===== src/rtl/common.sv =====
// Shared NOS DAC definitions: stream widths, word-length select, receiver FSM states and
// word-length helpers used by both the transmitter and the receiver.
package common;

   localparam int unsigned I2S_BITS    = 32;
   localparam int unsigned NOS_SH_BITS = 24;

   typedef enum logic [1:0] {
      NOS16 = 2'd0,
      NOS18 = 2'd1,
      NOS20 = 2'd2,
      NOS24 = 2'd3
   } NOS_BITNUM;

   typedef enum logic [1:0] {
      RxIdle  = 2'd0,
      RxShift = 2'd1,
      RxLatch = 2'd2
   } nos_rx_state_e;

   function automatic logic [5:0] nos_bits(input NOS_BITNUM bitnum);
      logic [5:0] n;
      case (bitnum)
         NOS16:   n = 6'd16;
         NOS18:   n = 6'd18;
         NOS20:   n = 6'd20;
         default: n = 6'd24;
      endcase
      return n;
   endfunction

   // Keep the low N bits of a shift register, MSB-aligned in an I2S word, zero-filled below.
   function automatic logic [I2S_BITS-1:0] nos_align(input logic [NOS_SH_BITS-1:0] sh,
                                                    input NOS_BITNUM bitnum);
      logic [I2S_BITS-1:0] w;
      w = {sh, 8'b0};
      return w << (6'd24 - nos_bits(bitnum));
   endfunction

endpackage


===== src/rtl/nos_rx_sync.sv =====
// Input conditioner for the NOS receiver: 2-flop synchronizers when NOS_DAC_RX_SYNC_EN is
// defined, otherwise a pass-through; plus delayed copies of bck and le for edge detection.
module nos_rx_sync (
   input  logic       clk,
   input  logic       resetn,
   input  logic [3:0] raw,      // {bck, le, data_l, data_r}
   output logic [3:0] smp,      // sampled copies, same order
   output logic [1:0] dly       // {bck_d, le_d}
);

`ifdef NOS_DAC_RX_SYNC_EN
   logic [3:0] meta;

   always_ff @(posedge clk or negedge resetn) begin
      if (!resetn) begin
         meta <= '0;
         smp  <= '0;
      end else begin
         meta <= raw;
         smp  <= meta;
      end
   end
`else
   assign smp = raw;
`endif

   always_ff @(posedge clk or negedge resetn) begin
      if (!resetn) begin
         dly <= '0;
      end else begin
         dly <= smp[3:2];
      end
   end

endmodule


===== src/rtl/nos_dac_rx.sv =====
// NOS DAC serial stream deserializer: rebuilds the packed stereo word and strobes valid with a
// short-frame error flag. Define NOS_DAC_RX_SYNC_EN to synchronize an asynchronous source.
module nos_dac_rx
   import common::*;
(
   input  logic                  clk,
   input  logic                  resetn,
   input  logic                  bck,
   input  logic                  data_l,
   input  logic                  data_r,
   input  logic                  le,
   input  NOS_BITNUM             nos_bitnum,
   output logic [2*I2S_BITS-1:0] data,
   output logic                  valid,
   output logic                  frame_err,
   output logic [5:0]            bits_seen
);

   logic [3:0] smp;
   logic [1:0] dly;
   logic       bck_s, le_s, dl_s, dr_s;
   logic       bck_d, le_d;
   logic       bck_rise, le_rise;

   logic [NOS_SH_BITS-1:0] sh_l, sh_r;
   logic [5:0]             cnt;
   logic [5:0]             cnt_inc;
   nos_rx_state_e          state;

   nos_rx_sync u_sync (
      .clk    (clk),
      .resetn (resetn),
      .raw    ({bck, le, data_l, data_r}),
      .smp    (smp),
      .dly    (dly)
   );

   assign {bck_s, le_s, dl_s, dr_s} = smp;
   assign {bck_d, le_d}             = dly;

   assign bck_rise = bck_s & ~bck_d;
   assign le_rise  = le_s & ~le_d;
   assign cnt_inc  = (cnt == 6'd63) ? cnt : cnt + 6'd1;

   always_ff @(posedge clk or negedge resetn) begin
      if (!resetn) begin
         state     <= RxIdle;
         sh_l      <= '0;
         sh_r      <= '0;
         cnt       <= '0;
         data      <= '0;
         valid     <= 1'b0;
         frame_err <= 1'b0;
         bits_seen <= '0;
      end else begin
         valid <= 1'b0;
         // le_rise implies le_s high, so a coincident bck_rise is the latch pulse, not data.
         if (le_rise) begin
            data      <= {nos_align(sh_l, nos_bitnum), nos_align(sh_r, nos_bitnum)};
            frame_err <= (cnt < nos_bits(nos_bitnum));
            bits_seen <= cnt;
            valid     <= 1'b1;
            state     <= RxLatch;
         end else begin
            case (state)
               RxIdle, RxShift: begin
                  if (bck_rise && !le_s) begin
                     sh_l  <= {sh_l[NOS_SH_BITS-2:0], dl_s};
                     sh_r  <= {sh_r[NOS_SH_BITS-2:0], dr_s};
                     cnt   <= cnt_inc;
                     state <= RxShift;
                  end
               end
               RxLatch: begin
                  if (!le_s) begin
                     // A data edge coinciding with le falling starts the next frame directly.
                     if (bck_rise) begin
                        sh_l  <= {sh_l[NOS_SH_BITS-2:0], dl_s};
                        sh_r  <= {sh_r[NOS_SH_BITS-2:0], dr_s};
                        cnt   <= 6'd1;
                        state <= RxShift;
                     end else begin
                        cnt   <= '0;
                        state <= RxIdle;
                     end
                  end
               end
               default: state <= RxIdle;
            endcase
         end
      end
   end

endmodule


===== config.mk =====
export PLATFORM = sky130hd
export DESIGN_NAME = nos_dac_rx
export DESIGN_NICKNAME = d
export VERILOG_FILES = /design/src/rtl/common.sv /design/src/rtl/nos_rx_sync.sv /design/src/rtl/nos_dac_rx.sv
export SDC_FILE = /design/constraint.sdc
export NUM_CORES = 1
export LEC_CHECK = 0
export CAP_MARGIN = 20
export CORE_AREA = 3 3 117 119
export DETAILED_ROUTE_END_ITERATION = 10
export DIE_AREA = 0 0 120 122
export DONT_BUFFER_PORTS = 1
export GPL_TIMING_DRIVEN = 0
export PLACE_DENSITY = 0.62
export SYNTH_ARGS = -nofsm -noshare
export SYNTH_HDL_FRONTEND = slang
export SYNTH_SLANG_ARGS = --single-unit

===== constraint.sdc =====
create_clock -name clk -period 2.8 [get_ports clk]
set_clock_uncertainty 0.05 [all_clocks]
set_input_delay 0.28 -clock clk [delete_from_list [all_inputs] [get_ports clk]]
set_output_delay 0.28 -clock clk [all_outputs]
set_load 0.01 [all_outputs]

==> metrics.txt <==
Pwr Total 5.36 mW; Yosys warnings 0; io pins 80; iteration-0 DRC count of the detailed router 321; CTS tree built; GRT Total Usage 0.202; Final Core Density 0.536; Crit Path Max Fanout 10; Tcrit/Tclk final 0.741; Final Max Slew Viols 0; CTS root buf clkbuf_16; vias post-DR 3886; Clk Latency, worst-skew pair 420 ps; placed insts 637; Final Non-Filler Cells 673; final hold viol count 114; worst min path class input pin to asynchronous set/reset pin; n_diodes 0; gr ovfl total 0; endpoints failing setup 0; Mapped Cells 450; Leak 3.28 nW; drt first pass iters 5; Synth Flop Type dfrtp_1; share of the synthesized area in the top cell type 0.486; Max stage delay on crit path 430 ps; kind of critical path flop to flop; number of gates resized after cts 0; failing checks negative hold slack; area grow syn2layout 15.7%; nets@finish 505; first-pass GRT wire length 22500 um; Max clock buf depth 2; largest net degree at the start of global routing 115; top-count cell post-synth dfrtp_1; post-DR wirelength/cell 20.8 um; fraction of final layout cells sized beyond drive strength 1 0.289; WP buf/inv 2; top post-synthesis cells by count dfrtp_1, nand2_1, mux4_2; MaxCap Viol Count 0; Crit path required time 3090 ps; setup tns final 0 ps; critical path's most frequent cell clkbuf_1; final instance area 6790 sq um; CTS sink cnt 114; crit-path leading delay family buffers and inverters; fmax 482 MHz; Slew HR 0.552; number of remaining DRC errors 0; post-route minimum period 2080 ps; Syn Area/Cell 13.0 sq um; final hold slack -489 ps; pre-CTS WS 387 ps; RSZ-0062 raised after global routing false; FF+latch count, synth 114; Chip Width 120 um; sequential share of the synthesized area 0.486; HPWL reported at the end of detailed placement 9920 um; remaining antenna violation count after routing 0; Post-DP Area 6140 sq um; vias per cell 5.77; GP Congestion 0.827; Filler cells 1088; crit path cell chain nand2b_1, clkbuf_1, nor3b_2, clkbuf_1, a32oi_1, nand2_1; CTS H-tree lvls 4; Rows 41; Detailed Route WL 14000 um; number of global-route vias before repair 4013; CP endpoint kind flop; status finished, violations left; top post-synthesis cells by area dfrtp_1, mux4_2, mux2_2, mux2_4, nand2_1; post-synthesis cell type count 44; Initial Util 0.463; crit path DAT 2370 ps; CP max-delay cell clkbuf_1; Core Area 12700 sq um; area leader, netlist dfrtp_1; Power per Cell Area 790 nW/um^2; post-CTS setup buffer count 0; Syn Std Cell Area 5870 sq um; initial antenna violation count 0; crit start category flop; Worst VDD drop 335 uV; CTS Hold Bufs 4; die area 14600 sq um; PortBufs 0; actual slew at the worst max-slew pin 672 ps; final worst slack 725 ps; cts bufs inserted 17; async set or reset register ratio after synthesis 1.00; Die Span Y 122 um; number of flops mapped to enable cells by yosys 0; Clk pin slew, worst setup/hold paths 50 ps
-- cell type report --
type	count	area, sq um	area share
tap	172	215	0.0317
timing repair buffer	4	40.0	0.00590
clock buffer	22	454	0.0669
multi-input combinational	289	2720	0.401
clock inverter	10	158	0.0232
buffer	47	294	0.0433
inverter	15	56.3	0.00829
sequential	114	2850	0.420
-- cells by family (layout without fill, tap and decap cells) --
kind of cell,Yosys count,in the layout,share of synthesized area
flip-flops,114,114,0.486
AND/OR/NAND/NOR,97,97,0.0755
multiplexers,94,94,0.262
AO/OA/AOI/OAI,73,73,0.0966
buffers and inverters,62,98,0.0597
adder cells (fa/ha/maj),9,9,0.0192
other,1,16,0.000639
-- metal layers --
| metal | wire [um] | global-route usage | share of wire |
|---|---|---|---|
| met1 | 5900 | 0.260 | 0.42 |
| met2 | 7100 | 0.323 | 0.51 |
| met3 | 785 | 0.0585 | 0.056 |
| met4 | 221 | 0.0838 | 0.016 |
| met5 | 0 | 0 | 0 |
-- path summary, 6_finish.rpt --
kind | from | end | slack, ps | cells after the start
setup / recovery | u_sync.dly[0] | data[49] | 720 | 6
hold / removal | resetn | sh_r[1] | -490 | 0
setup reg to reg | u_sync.dly[0] | data[49] | 720 | 6
hold reg to reg | u_sync.dly[0] | state[1] | 380 | 1
max in group asynchronous | resetn | sh_r[3] | 2960 | 0
min in group clk | le | cnt[1] | 40 | 3
-- flip-flops by register name, indices dropped and copies added (netlist names) --
register	count
sh_l	24
frame_err	1
valid	1
data	48
sh_r	24
u_sync.dly	2
cnt	6
state	2
bits_seen	6
-- power by group --
part / switching [mW] / internal (mW) / leakage [nW]
registers: 0.406 / 1.91 / 1.53
clock network: 0.740 / 1.50 / 0.290
logic: 0.357 / 0.446 / 1.46
total: 1.50 / 3.86 / 3.28
-- placed cells by master (no fill, tap or decap), types with 2 or more instances in the layout --
master / count
a22o_1: 12
buf_2: 10
dfrtp_1: 114
ha_1: 9
dlygate4sd3_1: 4
nor3_1: 5
clkinv_2: 3
a32oi_1: 4
buf_4: 18
a22oi_1: 16
o2bb2ai_1: 2
o211ai_1: 2
buf_6: 5
clkbuf_16: 17
a222oi_1: 8
mux4_1: 3
mux2_4: 20
bufinv_16: 4
nand3_1: 2
nor3b_2: 2
mux4_2: 33
conb_1: 16
a221o_1: 4
o21ai_0: 10
inv_1: 15
clkinvlp_4: 3
clkbuf_1: 17
mux2i_1: 10
a21oi_1: 3
a21o_1: 4
a31oi_1: 2
nor2b_1: 2
nand2b_1: 7
o22ai_1: 2
nor2_1: 3
mux2_2: 28
nand2_1: 69
-- worst reg2reg max path: stages (launching register included) --
cell and delay (ps):
dfrtp_1 360, nand2b_1 170, clkbuf_1 270, nor3b_2 410
clkbuf_1 430, a32oi_1 190, nand2_1 110
No activity file was read; power rests on OpenSTA's default activity.
